File: src/rtl/fc_spi_pkg.sv
`timescale 1ns/1ps
`default_nettype none
// ============================================================================
//  Module   : fc_spi_pkg
//  Brief    : Shared constants for the flight-computer SPI responder:
//             command codes, FSM state encoding and default word width.
//  Revision : 1.0 - initial release
// ============================================================================
package fc_spi_pkg;

   localparam int WORD_W_DEFAULT = 16;

   // Command codes carried in word0 of a frame
   localparam logic [15:0] CMD_WRITE   = 16'd2;
   localparam logic [15:0] CMD_READ    = 16'd3;
   localparam logic [15:0] CMD_SD_READ = 16'd5;

   // FSM state encoding; also exported on spi_state_p
   localparam int STATE_W = 3;
   typedef logic [STATE_W-1:0] state_t;

   localparam state_t ST_IDLE    = 3'd0;
   localparam state_t ST_CMD     = 3'd1;
   localparam state_t ST_ADDR    = 3'd2;
   localparam state_t ST_WR_DATA = 3'd3;
   localparam state_t ST_RD_DATA = 3'd4;
   localparam state_t ST_WAIT_SS = 3'd5;

endpackage
`default_nettype wire

File: src/rtl/fc_spi_sync_edge.sv
`timescale 1ns/1ps
`default_nettype none
// ============================================================================
//  Module   : fc_spi_sync_edge
//  Brief    : Multi-stage synchroniser for one asynchronous input, with
//             rise/fall pulses derived from the synchronised value.
//  Revision : 1.0 - initial release
// ============================================================================
module fc_spi_sync_edge #(
   parameter int SYNC_STAGES = 2
) (
   input  logic clk,
   input  logic rst_n,
   input  logic i_d,
   output logic o_q,
   output logic o_rise,
   output logic o_fall
);

   logic [SYNC_STAGES-1:0] r_sync;
   logic                   r_prev;

   // Synchroniser chain plus one extra flop holding the previous value
   always_ff @(posedge clk or negedge rst_n) begin
      if (!rst_n) begin
         r_sync <= '0;
         r_prev <= 1'b0;
      end else begin
         r_sync[0] <= i_d;
         for (int i = 1; i < SYNC_STAGES; i++) begin
            r_sync[i] <= r_sync[i-1];
         end
         r_prev <= r_sync[SYNC_STAGES-1];
      end
   end

   assign o_q    = r_sync[SYNC_STAGES-1];
   assign o_rise =  o_q & ~r_prev;
   assign o_fall = ~o_q &  r_prev;

endmodule
`default_nettype wire

File: src/rtl/fc_spi_slave.sv
`timescale 1ns/1ps
`default_nettype none
// ============================================================================
//  Module   : fc_spi_slave
//  Brief    : SPI mode-0 responder for the BBB master. Decodes
//             command/address/data frames into memory-map strobes, returns
//             read data on MISO and issues the SD-card read start pulse.
//  Revision : 1.0 - initial release
// ============================================================================
module fc_spi_slave
   import fc_spi_pkg::*;
#(
   parameter int WORD_W      = WORD_W_DEFAULT,
   parameter int RD_LATENCY  = 1,
   parameter int SYNC_STAGES = 2
) (
   input  logic              clk210_p,
   input  logic              reset_p,
   input  logic              fc_spi_sck_p,
   input  logic              fc_spi_mosi_p,
   input  logic              fc_spi_ss_p,
   output logic              fc_spi_miso_p,
   output logic [WORD_W-1:0] memory_map_spi_wr_addr_p,
   output logic [WORD_W-1:0] memory_map_spi_wr_data_p,
   output logic              memory_map_spi_wr_en_p,
   output logic [WORD_W-1:0] memory_map_spi_rd_addr_p,
   output logic              memory_map_spi_rd_en_p,
   input  logic [WORD_W-1:0] memory_map_spi_rd_data_p,
   output logic              sd_read_start_p,
   output logic              cmd_error_p,
   output logic [7:0]        spi_state_p
);

   localparam int               CNT_W    = $clog2(WORD_W);
   localparam logic [CNT_W-1:0] CNT_LAST = CNT_W'(WORD_W - 1);

   // ------------------------------------------------------------------
   // Input synchronisation
   // ------------------------------------------------------------------
   logic w_sck_q, w_sck_rise, w_sck_fall;
   logic w_ss_q, w_ss_rise, w_ss_fall;
   logic w_mosi, w_mosi_rise, w_mosi_fall;
   logic w_unused_sync;

   fc_spi_sync_edge #(.SYNC_STAGES(SYNC_STAGES)) u_sync_sck (
      .clk    (clk210_p),
      .rst_n  (reset_p),
      .i_d    (fc_spi_sck_p),
      .o_q    (w_sck_q),
      .o_rise (w_sck_rise),
      .o_fall (w_sck_fall)
   );

   fc_spi_sync_edge #(.SYNC_STAGES(SYNC_STAGES)) u_sync_ss (
      .clk    (clk210_p),
      .rst_n  (reset_p),
      .i_d    (fc_spi_ss_p),
      .o_q    (w_ss_q),
      .o_rise (w_ss_rise),
      .o_fall (w_ss_fall)
   );

   // mosi only needs the delay-matched level, its edge outputs are unused
   fc_spi_sync_edge #(.SYNC_STAGES(SYNC_STAGES)) u_sync_mosi (
      .clk    (clk210_p),
      .rst_n  (reset_p),
      .i_d    (fc_spi_mosi_p),
      .o_q    (w_mosi),
      .o_rise (w_mosi_rise),
      .o_fall (w_mosi_fall)
   );

   assign w_unused_sync = w_sck_q | w_ss_q | w_mosi_rise | w_mosi_fall;

   // ------------------------------------------------------------------
   // State and datapath registers
   // ------------------------------------------------------------------
   state_t                r_state;
   logic                  r_is_read;
   logic [CNT_W-1:0]      r_cnt;
   logic [WORD_W-1:0]     r_rx;
   logic [WORD_W-1:0]     r_tx;
   logic                  r_miso;
   logic                  r_wr_en, r_rd_en, r_sd_start, r_cmd_err;
   logic [WORD_W-1:0]     r_wr_addr, r_wr_data, r_rd_addr;
   logic [RD_LATENCY-1:0] r_rd_pipe;

   logic                  w_active;
   logic                  w_word_done;
   logic [WORD_W-1:0]     w_word;
   logic                  w_capture;

   state_t                w_next;
   logic                  w_is_read_next;
   logic                  w_wr_req, w_rd_req, w_sd_req, w_err_req;
   logic                  w_lat_waddr, w_lat_raddr;

   assign w_active    = (r_state == ST_CMD)     || (r_state == ST_ADDR) ||
                        (r_state == ST_WR_DATA) || (r_state == ST_RD_DATA);
   // The word in flight including the bit sampled on this rise
   assign w_word      = {r_rx[WORD_W-2:0], w_mosi};
   assign w_word_done = w_active && w_sck_rise && (r_cnt == CNT_LAST);
   // rd_data is valid RD_LATENCY cycles after the rd_en pulse
   assign w_capture   = r_rd_pipe[RD_LATENCY-1];

   // Next-state and strobe-request decode; completion acts before an ss abort
   always_comb begin
      w_next         = r_state;
      w_is_read_next = r_is_read;
      w_wr_req       = 1'b0;
      w_rd_req       = 1'b0;
      w_sd_req       = 1'b0;
      w_err_req      = 1'b0;
      w_lat_waddr    = 1'b0;
      w_lat_raddr    = 1'b0;

      case (r_state)
         ST_IDLE: begin
            if (w_ss_fall) w_next = ST_CMD;
         end
         ST_CMD: begin
            if (w_word_done) begin
               if (w_word == WORD_W'(CMD_WRITE)) begin
                  w_is_read_next = 1'b0;
                  w_next         = ST_ADDR;
               end else if (w_word == WORD_W'(CMD_READ)) begin
                  w_is_read_next = 1'b1;
                  w_next         = ST_ADDR;
               end else if (w_word == WORD_W'(CMD_SD_READ)) begin
                  w_sd_req = 1'b1;
                  w_next   = ST_WAIT_SS;
               end else begin
                  w_err_req = 1'b1;
                  w_next    = ST_WAIT_SS;
               end
            end
         end
         ST_ADDR: begin
            if (w_word_done) begin
               if (r_is_read) begin
                  w_lat_raddr = 1'b1;
                  w_rd_req    = 1'b1;
                  w_next      = ST_RD_DATA;
               end else begin
                  w_lat_waddr = 1'b1;
                  w_next      = ST_WR_DATA;
               end
            end
         end
         ST_WR_DATA: begin
            if (w_word_done) begin
               w_wr_req = 1'b1;
               w_next   = ST_WAIT_SS;
            end
         end
         ST_RD_DATA: begin
            if (w_word_done) w_next = ST_WAIT_SS;
         end
         ST_WAIT_SS: begin
            if (w_ss_rise) w_next = ST_IDLE;
         end
         default: w_next = ST_IDLE;
      endcase

      // ss deasserted mid-frame: flag the abort unless a strobe already
      // went out this cycle, keeping the strobes mutually exclusive
      if (w_ss_rise && w_active) begin
         if ((w_next != ST_WAIT_SS) && !w_rd_req) w_err_req = 1'b1;
         w_next = ST_IDLE;
      end
   end

   // FSM state and read/write frame type
   always_ff @(posedge clk210_p or negedge reset_p) begin
      if (!reset_p) begin
         r_state   <= ST_IDLE;
         r_is_read <= 1'b0;
      end else begin
         r_state   <= w_next;
         r_is_read <= w_is_read_next;
      end
   end

   // Bit counter and MOSI deserialiser, cleared at frame start
   always_ff @(posedge clk210_p or negedge reset_p) begin
      if (!reset_p) begin
         r_cnt <= '0;
         r_rx  <= '0;
      end else if ((r_state == ST_IDLE) && w_ss_fall) begin
         r_cnt <= '0;
      end else if (w_active && w_sck_rise) begin
         r_cnt <= (r_cnt == CNT_LAST) ? '0 : r_cnt + CNT_W'(1);
         r_rx  <= w_word;
      end
   end

   // Single-cycle strobes and held memory-map address/data
   always_ff @(posedge clk210_p or negedge reset_p) begin
      if (!reset_p) begin
         r_wr_en    <= 1'b0;
         r_rd_en    <= 1'b0;
         r_sd_start <= 1'b0;
         r_cmd_err  <= 1'b0;
         r_wr_addr  <= '0;
         r_wr_data  <= '0;
         r_rd_addr  <= '0;
      end else begin
         r_wr_en    <= w_wr_req;
         r_rd_en    <= w_rd_req;
         r_sd_start <= w_sd_req;
         r_cmd_err  <= w_err_req;
         if (w_lat_waddr) r_wr_addr <= w_word;
         if (w_wr_req)    r_wr_data <= w_word;
         if (w_lat_raddr) r_rd_addr <= w_word;
      end
   end

   // Read-latency pipeline and MISO shift register
   always_ff @(posedge clk210_p or negedge reset_p) begin
      if (!reset_p) begin
         r_rd_pipe <= '0;
         r_tx      <= '0;
      end else begin
         r_rd_pipe[0] <= r_rd_en;
         for (int i = 1; i < RD_LATENCY; i++) begin
            r_rd_pipe[i] <= r_rd_pipe[i-1];
         end
         if (w_capture) begin
            r_tx <= memory_map_spi_rd_data_p;
         end else if ((r_state == ST_RD_DATA) && w_sck_fall) begin
            r_tx <= {r_tx[WORD_W-2:0], 1'b0};
         end
      end
   end

   // MISO bit presented on each sck fall while returning read data
   always_ff @(posedge clk210_p or negedge reset_p) begin
      if (!reset_p) begin
         r_miso <= 1'b0;
      end else if (w_next != ST_RD_DATA) begin
         r_miso <= 1'b0;
      end else if ((r_state == ST_RD_DATA) && w_sck_fall) begin
         r_miso <= r_tx[WORD_W-1];
      end
   end

   // Raw ss gating keeps MISO quiet the moment the master deselects
   assign fc_spi_miso_p            = r_miso & ~fc_spi_ss_p;
   assign memory_map_spi_wr_addr_p = r_wr_addr;
   assign memory_map_spi_wr_data_p = r_wr_data;
   assign memory_map_spi_wr_en_p   = r_wr_en;
   assign memory_map_spi_rd_addr_p = r_rd_addr;
   assign memory_map_spi_rd_en_p   = r_rd_en;
   assign sd_read_start_p          = r_sd_start;
   assign cmd_error_p              = r_cmd_err;
   assign spi_state_p              = {{(8-STATE_W){1'b0}}, r_state};

endmodule
`default_nettype wire

File: config.mk
export PLATFORM = sky130hd
export DESIGN_NAME = fc_spi_slave
export DESIGN_NICKNAME = d
export VERILOG_FILES = /design/src/rtl/fc_spi_pkg.sv /design/src/rtl/fc_spi_sync_edge.sv /design/src/rtl/fc_spi_slave.sv
export SDC_FILE = /design/constraint.sdc
export NUM_CORES = 1
export LEC_CHECK = 0
export CAP_MARGIN = 5
export CORE_ASPECT_RATIO = 1.25
export CORE_MARGIN = 1
export CORE_UTILIZATION = 26
export DETAILED_ROUTE_END_ITERATION = 10
export GPL_TIMING_DRIVEN = 0
export HOLD_SLACK_MARGIN = 0.12
export SLEW_MARGIN = 20
export SYNTH_ARGS = -nofsm -noshare
export SYNTH_HDL_FRONTEND = slang
export SYNTH_SLANG_ARGS = --single-unit
File: constraint.sdc
create_clock -name clk210_p -period 2.65 [get_ports clk210_p]
set_input_delay 0.53 -clock clk210_p [delete_from_list [all_inputs] [get_ports clk210_p]]
set_output_delay 0.53 -clock clk210_p [all_outputs]
set_load 0.01 [all_outputs]
== Yosys cells after proc, flatten, opt, wreduce, memory -nomap -nowiden ==
Index checks and enable logic that the tools add are counted.

* Add/subtract/negate cells: 1
* Multipliers: 0
* Divide/modulo/power cells: 0
* $lt $le $gt $ge: 0
* Equality and inequality tests: 11
* Shifts and indexed selects: 0
* Mux-type cells: 39
* Bitwise gates (word level): 11
* Reductions and logical operators: 18

{| class="wikitable"
|+ Operator list
! kind !! number
|-
| $eq A16 B2 Y1 const B || 2
|-
| $mux W16 || 2
|-
| $mux W3 || 9
|-
| $mux W1 || 24
|-
| $eq A16 B3 Y1 const B || 1
|-
| $pmux W3 S5 || 1
|-
| $mux W4 || 3
|-
| $reduce_bool A2 Y1 || 4
|-
| $eq A3 B2 Y1 const B || 2
|-
| $eq A3 B3 Y1 const B || 2
|-
| $logic_and A1 B1 Y1 || 6
|-
| $ne A3 B3 Y1 const B || 2
|-
| $not A1 Y1 || 6
|-
| $and A1 B1 Y1 || 5
|-
| $add A4 B1 Y4 const B || 1
|-
| $eq A4 B4 Y1 const B || 1
|-
| $eq A3 B1 Y1 const B || 1
|-
| $logic_not A3 Y1 || 1
|-
| $logic_or A1 B1 Y1 || 3
|-
| $reduce_and A3 Y1 || 1
|-
| $reduce_and A2 Y1 || 1
|-
| $reduce_or A2 Y1 || 1
|-
| $logic_not A1 Y1 || 1
|}

* Bits in registers: 101
* Bits in latches: 0
* RAM bits: 0
* Memory bits (read-only): 0
* Output and inout port bits: 61
* Word-level logic and storage cells: 99
* Memories: 0

== Depth between registers and ports, before layout ==
Gate-level depths: netlist of run 1.

* Depth in word-level cells: 12
* Depth in mapped cells: 8

== Hierarchy ==
A second synthesis of run 1 with hierarchy kept.

* Cells, all modules: 313
* Area total of the unflattened synthesis: 4202.8 µm²

{| class="wikitable"
|+ By module, submodules not included
! module !! instances !! cells an instance !! area an instance (µm²)
|-
| fc_spi_slave || 1 || 298 || 3932.5
|-
| fc_spi_sync_edge || 3 || 5 || 90.1
|}

== Worst setup path after synthesis of run 1 ==
OpenSTA, ideal clock, no wires.

* Path kind: reg-to-reg
* Start: reg r_cnt[0]
* End: reg r_rd_addr[10] (netlist: memory_map_spi_rd_addr_p[10])
* Library setup time: 0.125 ns
* Arrival time: 1.916 ns
* Data required time: 2.525 ns
* Path slack: 0.609 ns
* Stages on the path, launching flop included: 9
* Cell sequence: dfrtp_1 > ha_1 > and3_1 > buf_4 > and2_2 > and4_1 > buf_2 > buf_4 > mux2_2

* Cells in the longest elaborated chain, start to end: 4

{| class="wikitable"
|+ RTL lines
! item !! RTL line !! source
|-
| start, declared || fc_spi_slave.sv:80 || <nowiki>logic [CNT_W-1:0] r_cnt;</nowiki>
|-
| start signal, assigned || fc_spi_slave.sv:192 || <nowiki>r_cnt <= (r_cnt == CNT_LAST) ? '0 : r_cnt + CNT_W'(1);</nowiki>
|-
| $eq A4 B4 Y1 || fc_spi_slave.sv:102 || <nowiki>assign w_word_done = w_active && w_sck_rise && (r_cnt == CNT_LAST);</nowiki>
|-
| $logic_and A1 B1 Y1 || fc_spi_slave.sv:102 ||
|-
| $mux W1 || fc_spi_slave.sv:139 || <nowiki>if (w_word_done) begin</nowiki>
|-
| $mux W1 || fc_spi_slave.sv:117 || <nowiki>case (r_state)</nowiki>
|-
| via w_lat_raddr || fc_spi_slave.sv:96 || <nowiki>logic w_lat_waddr, w_lat_raddr;</nowiki>
|-
| end signal, assigned || fc_spi_slave.sv:214 || <nowiki>if (w_lat_raddr) r_rd_addr <= w_word;</nowiki>
|-
| end, declared || fc_spi_slave.sv:85 || <nowiki>logic [WORD_W-1:0] r_wr_addr, r_wr_data, r_rd_addr;</nowiki>
|}

The timed path passes the listed nets, and every way through them passes these cells.
A chain may end at the register's enable or synchronous reset.

== Final worst setup path of run 1 ==
* Start: reg r_cnt[0]
* End: reg r_rd_addr[13] (netlist: memory_map_spi_rd_addr_p[13])

Same word-level chain as after synthesis.

==> results.json, run 1 <==
{
  "worstMarginPinSlew_ps": 723.4,
  "synth_area_um2": 4257,
  "cp.buffers_inverters": 3,
  "core_um2": 15760,
  "finalCritPeriodShare_pct": 86.67,
  "crit_required_ps": 2870,
  "cp.arrival_ps": 2520,
  "use_met1_pct": 15.10,
  "hold_path_class": "reg -> reg",
  "clk_path_buf_depth": 2,
  "critical_path.max_stage_delay_ps": 410,
  "use_met3_pct": 2.715,
  "start_kind": "flip-flop",
  "criticalPathCategory": "reg -> reg",
  "fin_cells": 630,
  "cts_root_buf": "clkbuf_16",
  "vias": 2823,
  "cts_resized": 0,
  "relSlewSlack_pct": 51.41,
  "grt_antenna_before_repair": 0,
  "num_io_pins": 82,
  "dp_hpwl_um": 6471,
  "hold_viol": 0,
  "synth_top_area_share_pct": 59.38,
  "cts_made_buffers": 9,
  "rsz0062_at_grt": "no",
  "fill_cells": 1574,
  "dp_slack_ps": 307.8,
  "wire_per_inst_um": 14.49,
  "htree_levels": 3,
  "grt_pass1_vias": 2981,
  "syn_inst": 321,
  "final_util_pct": 35.56,
  "clk_pin_slew_ps": 70,
  "synth_flop_cell": "dfrtp_1",
  "place_congestion": 0.8026,
  "die_height_um": 145.1,
  "drive_gt1_share_pct": 23.44,
  "cts_tree": "yes",
  "end_kind": "flip-flop",
  "worstSkewPairLatency_ps": 330,
  "use_met2_pct": 19.23,
  "critical_path.top_delay_family": "buffers and inverters",
  "cp_max_fo": 10,
  "top_usage_layer": "met2",
  "ys_ff_latch": 101,
  "via_per_inst": 4.481,
  "skew_ps": 7.532,
  "port_buffers": 76,
  "slowest_stage": "dfrtp_1",
  "critPathMostFrequentCell": "buf_4",
  "firstDrtPassIters": 4,
  "yosys.area.top_type": "dfrtp_1",
  "ir_worst_vdd_uv": 242.4,
  "initial_core_util_pct": 27.01,
  "synth_most_common_cell": "dfrtp_1",
  "fin_ws_ps": 353.3,
  "synth-edff-count": 0,
  "min_period_ps": 2297,
  "fp.dieArea_um2": 16890,
  "ff2ff_setup_slack_ps": 350,
  "synth.distinct_cells": 49,
  "dp_cells": 614,
  "fmax_ghz": 0.4354,
  "powerDensity_nw_per_um2": 527.0,
  "clock-sinks": 101,
  "drc_errors": 0,
  "synth-async-reset-ratio_pct": 100.0,
  "grt_max_degree": 65,
  "diodes": 0,
  "leakagePower_nw": 2.565,
  "yosys_warnings": 0,
  "die_w_um": 116.4,
  "first_iter_violations": 83,
  "grt_pass1_wl_um": 15550,
  "worstPathCellList": "ha_1 -> and3_1 -> buf_4 -> and2_2 -> and4_1 -> buf_2 -> buf_4 -> mux2_2",
  "cap_violations": 0,
  "antenna_left": 0,
  "wirelength_um": 9128,
  "tns_ps": 0,
  "grt.overflow.total": 0,
  "outcome": "finished clean",
  "areaGrowthSynthToFinish_pct": 31.69,
  "grtUsageTotal_pct": 11.85,
  "maxSlewViolCount": 0,
  "yosys-top-cells-count": "dfrtp_1, mux2_2, o21ai_0",
  "cts_setup_buffers": 0,
  "rows": 51,
  "setup_viol_count_final": 0,
  "seq_area_frac_synth_pct": 59.38,
  "syn_avg_cell_area_um2": 13.26,
  "netlist_top_cells_area": "dfrtp_1, mux2_2, mux2i_1",
  "layout.nets": 436
}
cells by family (layout without fill, tap and decap cells):
| family | after synthesis | after routing | synth area share (%) |
|---|---|---|---|
| flip-flops | 101 | 101 | 59.38 |
| multiplexers | 80 | 80 | 20.69 |
| AND/OR/NAND/NOR | 68 | 68 | 9.319 |
| AO/OA/AOI/OAI | 44 | 44 | 6.232 |
| buffers and inverters | 25 | 118 | 3.792 |
| adder cells (fa/ha/maj) | 1 | 1 | 0.2939 |
| other | 1 | 5 | 0.08810 |
| XOR/XNOR | 1 | 1 | 0.2058 |
what timing repair did:
| item | in CTS | in global routing |
|---|---|---|
| endpoints found under the hold margin | 37 | 0 |
| hold buffers | 1 | 0 |
| setup endpoints to repair | 0 | 0 |
state kept, by name, indices dropped and copies added, names as in the netlist:
signal                    flops
cmd_error_p                   1
memory_map_spi_rd_addr_p     16
memory_map_spi_rd_en_p        1
memory_map_spi_wr_addr_p     16
memory_map_spi_wr_data_p     16
memory_map_spi_wr_en_p        1
r_cnt                         4
r_is_read                     1
r_miso                        1
r_rd_pipe                     1
r_rx                         15
r_state                       3
r_tx                         16
sd_read_start_p               1
u_sync_mosi.r_sync            2
u_sync_sck.r_prev             1
u_sync_sck.r_sync             2
u_sync_ss.r_prev              1
u_sync_ss.r_sync              2
metal layers:
layer	wire length, um	up-vias
li1	-	1325
met1	3976	1412
met2	4611	77
met3	390	9
met4	150	0
met5	0	-
final timing paths:
path	depth (start not counted)	endpoint	start
setup / recovery	8	memory_map_spi_rd_addr_p[13]	r_cnt[0]
hold / removal	0	u_sync_ss.r_sync[1]	u_sync_ss.r_sync[0]
setup reg to reg	8	memory_map_spi_rd_addr_p[13]	r_cnt[0]
hold reg to reg	0	u_sync_ss.r_sync[1]	u_sync_ss.r_sync[0]
max in group asynchronous	3	r_cnt[3]	reset_p
min in group asynchronous	2	memory_map_spi_rd_addr_p[13]	reset_p
report_power, final:
group          switching [mW]  internal [mW]
registers              0.0296           1.56
logic                  0.0838         0.0799
clock network           0.540          0.658
layout by cell type (no fill, tap or decap), drive strengths merged, types with 8 or more instances in the layout:
cell / instances
buf: 20
clkbuf: 15
clkdlybuf4s50: 75
dfrtp: 101
mux2: 64
mux2i: 16
nand2: 21
nor2: 9
nor3: 8
o21ai: 22
final cells by class:
| cell class | instances | area (um^2) | area share (%) |
|---|---|---|---|
| sequential | 101 | 2527 | 45.09 |
| multi-input combinational | 199 | 1583 | 28.24 |
| timing repair buffer | 78 | 799.5 | 14.26 |
| tap | 212 | 265.3 | 4.732 |
| clock buffer | 12 | 246.5 | 4.397 |
| buffer | 21 | 146.4 | 2.612 |
| clock inverter | 3 | 22.52 | 0.4018 |
| inverter | 4 | 15.01 | 0.2679 |
per-stage QoR:
stage	cell area [um^2]	total power [mW]	hold slack, ps
floorplan	4272	1.693	234.4
global placement	5298	1.779	337.0
detailed placement	5326	1.788	345.7
CTS	5605	3.003	359.9
global route	5605	3.088	376.8
finish	5605	2.954	357.4
Note: power is estimated with default switching activity, not from simulation.
==> run 2: changes to the inputs <==
- SYNTH_HIERARCHICAL: not set -> 1
==> run 2 against run 1 <==
Global-route usage decreased by 0.50 points. Synthesized cell count decreased by 3.4%. Sequential power barely moved. Count of clock-buffer cells in the layout down 1. Hold slack got worse by 3.2 ps. Final area fell by 1.6%. Critical endpoint is now memory_map_spi_wr_data_p[15]. Highest routed layer unchanged.
==> results.json, run 2 <==
{
  "comb_power_share_pct": 5.1,
  "place_area_um2": 5233,
  "p_seq_share_pct": 53.8,
  "tns_ps": 0,
  "port_buffers": 76,
  "whs_ps": 354.2,
  "wire_per_inst_um": 14.30,
  "fmax_ghz": 0.4020,
  "slowest_stage": "dfrtp_1",
  "grt_pass1_vias": 2800,
  "cap_violations": 0,
  "leakagePower_nw": 2.444,
  "clk_path_buf_depth": 2,
  "powerDensity_nw_per_um2": 534.4,
  "place_congestion": 0.7771,
  "core_um2": 15630,
  "initial_core_util_pct": 26.63,
  "fp.dieArea_um2": 16520,
  "fin_cells": 617,
  "hold_viol": 0,
  "areaGrowthSynthToFinish_pct": 32.46,
  "grt.overflow.total": 0,
  "num_io_pins": 82,
  "swShare_pct": 21.63,
  "start_kind": "flip-flop",
  "worstPathCellList": "ha_1 -> and4_1 -> buf_2 -> and3_1 -> nand2_1 -> buf_2 -> mux2_2",
  "end_kind": "flip-flop",
  "firstDrtPassIters": 5,
  "rows": 51,
  "die_w_um": 115.2,
  "switchingPower_uw": 637.3,
  "cp.arrival_ps": 2700,
  "yosys_warnings": 6,
  "first_iter_violations": 64,
  "cts_tree": "yes",
  "cts_root_buf": "clkbuf_16",
  "critPathMostFrequentCell": "buf_2",
  "power.share.clock_pct": 41.1,
  "grt_max_degree": 79,
  "relSlewSlack_pct": 66.24,
  "dp_cells": 603,
  "htree_levels": 3,
  "synth_area_um2": 4163,
  "grt_pass1_wl_um": 14370,
  "grtUsageTotal_pct": 11.35,
  "syn_inst": 310,
  "grt_antenna_before_repair": 0,
  "dp_hpwl_um": 6229,
  "vias": 2686,
  "critical_path.top_delay_family": "simple AND/OR/NAND/NOR gates",
  "clk_pin_slew_ps": 60,
  "min_period_ps": 2488,
  "maxSlewViolCount": 0,
  "p_int_mw": 2.310,
  "die_height_um": 143.5,
  "final_cell_mix": "dfrtp_1, clkdlybuf4s50_1, mux2_2",
  "via_per_inst": 4.353,
  "critical_path.max_stage_delay_ps": 420,
  "ir_worst_vdd_uv": 263.6,
  "cts_made_buffers": 9,
  "cp_max_fo": 10,
  "layout.nets": 424,
  "worstMarginPinSlew_ps": 505.2,
  "criticalPathCategory": "reg -> reg",
  "finalCritPeriodShare_pct": 93.88,
  "skew_ps": 4.928,
  "drc_errors": 0,
  "rsz0062_at_grt": "no",
  "crit_required_ps": 2860,
  "antenna_left": 0,
  "worstSkewPairLatency_ps": 330,
  "syn_avg_cell_area_um2": 13.43,
  "cts_resized": 0,
  "mostFrequentLayoutCell": "dfrtp_1",
  "hold_path_class": "reg -> reg",
  "setup_viol_count_final": 0,
  "clock-sinks": 101,
  "cp.buffers_inverters": 2,
  "finish.instance_area_um2": 5514,
  "drive_gt1_share_pct": 23.46,
  "wirelength_um": 8821,
  "diodes": 0,
  "outcome": "finished clean"
}
-- run 2: layout make-up --
class / count / area (um^2)
buffer: 19 / 105.1
clock buffer: 11 / 252.7
clock inverter: 3 / 22.52
fill: 1558 / 10120
inverter: 6 / 22.52
multi-input combinational: 187 / 1519
sequential: 101 / 2527
tap: 212 / 265.3
timing repair buffer: 78 / 799.5
-- run 2: timing repair --
action | in CTS | in global routing
hold buffers | 1 | 0
endpoints found under the setup margin | 0 | 10
buffers inserted | 0 | 0
hold endpoints to repair | 23 | 0
-- run 2: per-stage QoR --
stage / setup slack, ps / utilization (%) / total power, mW
4_1_cts: 43.51 / 35.29 / 3.005
3_3_place_gp: -2710 / 33.29 / 1.758
5_1_grt: 4.472 / 35.27 / 3.070
3_5_place_dp: 66.28 / 33.47 / 1.766
2_1_floorplan: 460.5 / - / 1.674
6_report: 162.2 / 35.27 / 2.947
-- run 2: routing by layer --
metal	global-route usage, %	vias up	part of all wire (%)
met3	2.151	7	3.2
met4	4.511	0	1.5
met2	19.28	50	51
met5	0	-	0
li1	-	1271	-
met1	14.15	1358	44
-- run 2: worst register-to-register path, cell delays in order (launching register included) --
cell and delay, ps:
dfrtp_1 420, ha_1 270, and4_1 210, buf_2 170, and3_1 220, nand2_1 340, buf_2 360, mux2_2 370
-- run 2: power groups by stage --
stage          Sequential [mW]  Clock, mW  Combinational, mW
2_1_floorplan             1.60          0             0.0687
3_3_place_gp              1.61          0              0.144
3_5_place_dp              1.61          0              0.152
4_1_cts                   1.58       1.27              0.154
5_1_grt                   1.59       1.31              0.168
6_report                  1.58       1.21              0.150
-- run 2: path summary, 6_finish.rpt --
path,end,depth (start not counted),slack (ps),from
worst max-delay path,memory_map_spi_wr_data_p[15],7,160,r_cnt[0]
worst min-delay path,u_sync_mosi/r_sync[1],0,350,u_sync_mosi/r_sync[0]
worst max register to register,memory_map_spi_wr_data_p[15],7,160,r_cnt[0]
worst min register to register,u_sync_mosi/r_sync[1],0,350,u_sync_mosi/r_sync[0]
max in group asynchronous,memory_map_spi_wr_addr_p[12],3,1380,reset_p
min in group asynchronous,memory_map_spi_rd_addr_p[6],2,610,reset_p
==> run 3: changes to the inputs <==
- CORE_MARGIN: 1 -> not set
==> results of run 3 <==
Final layout, timing and power as in run 2 (identical DEF).
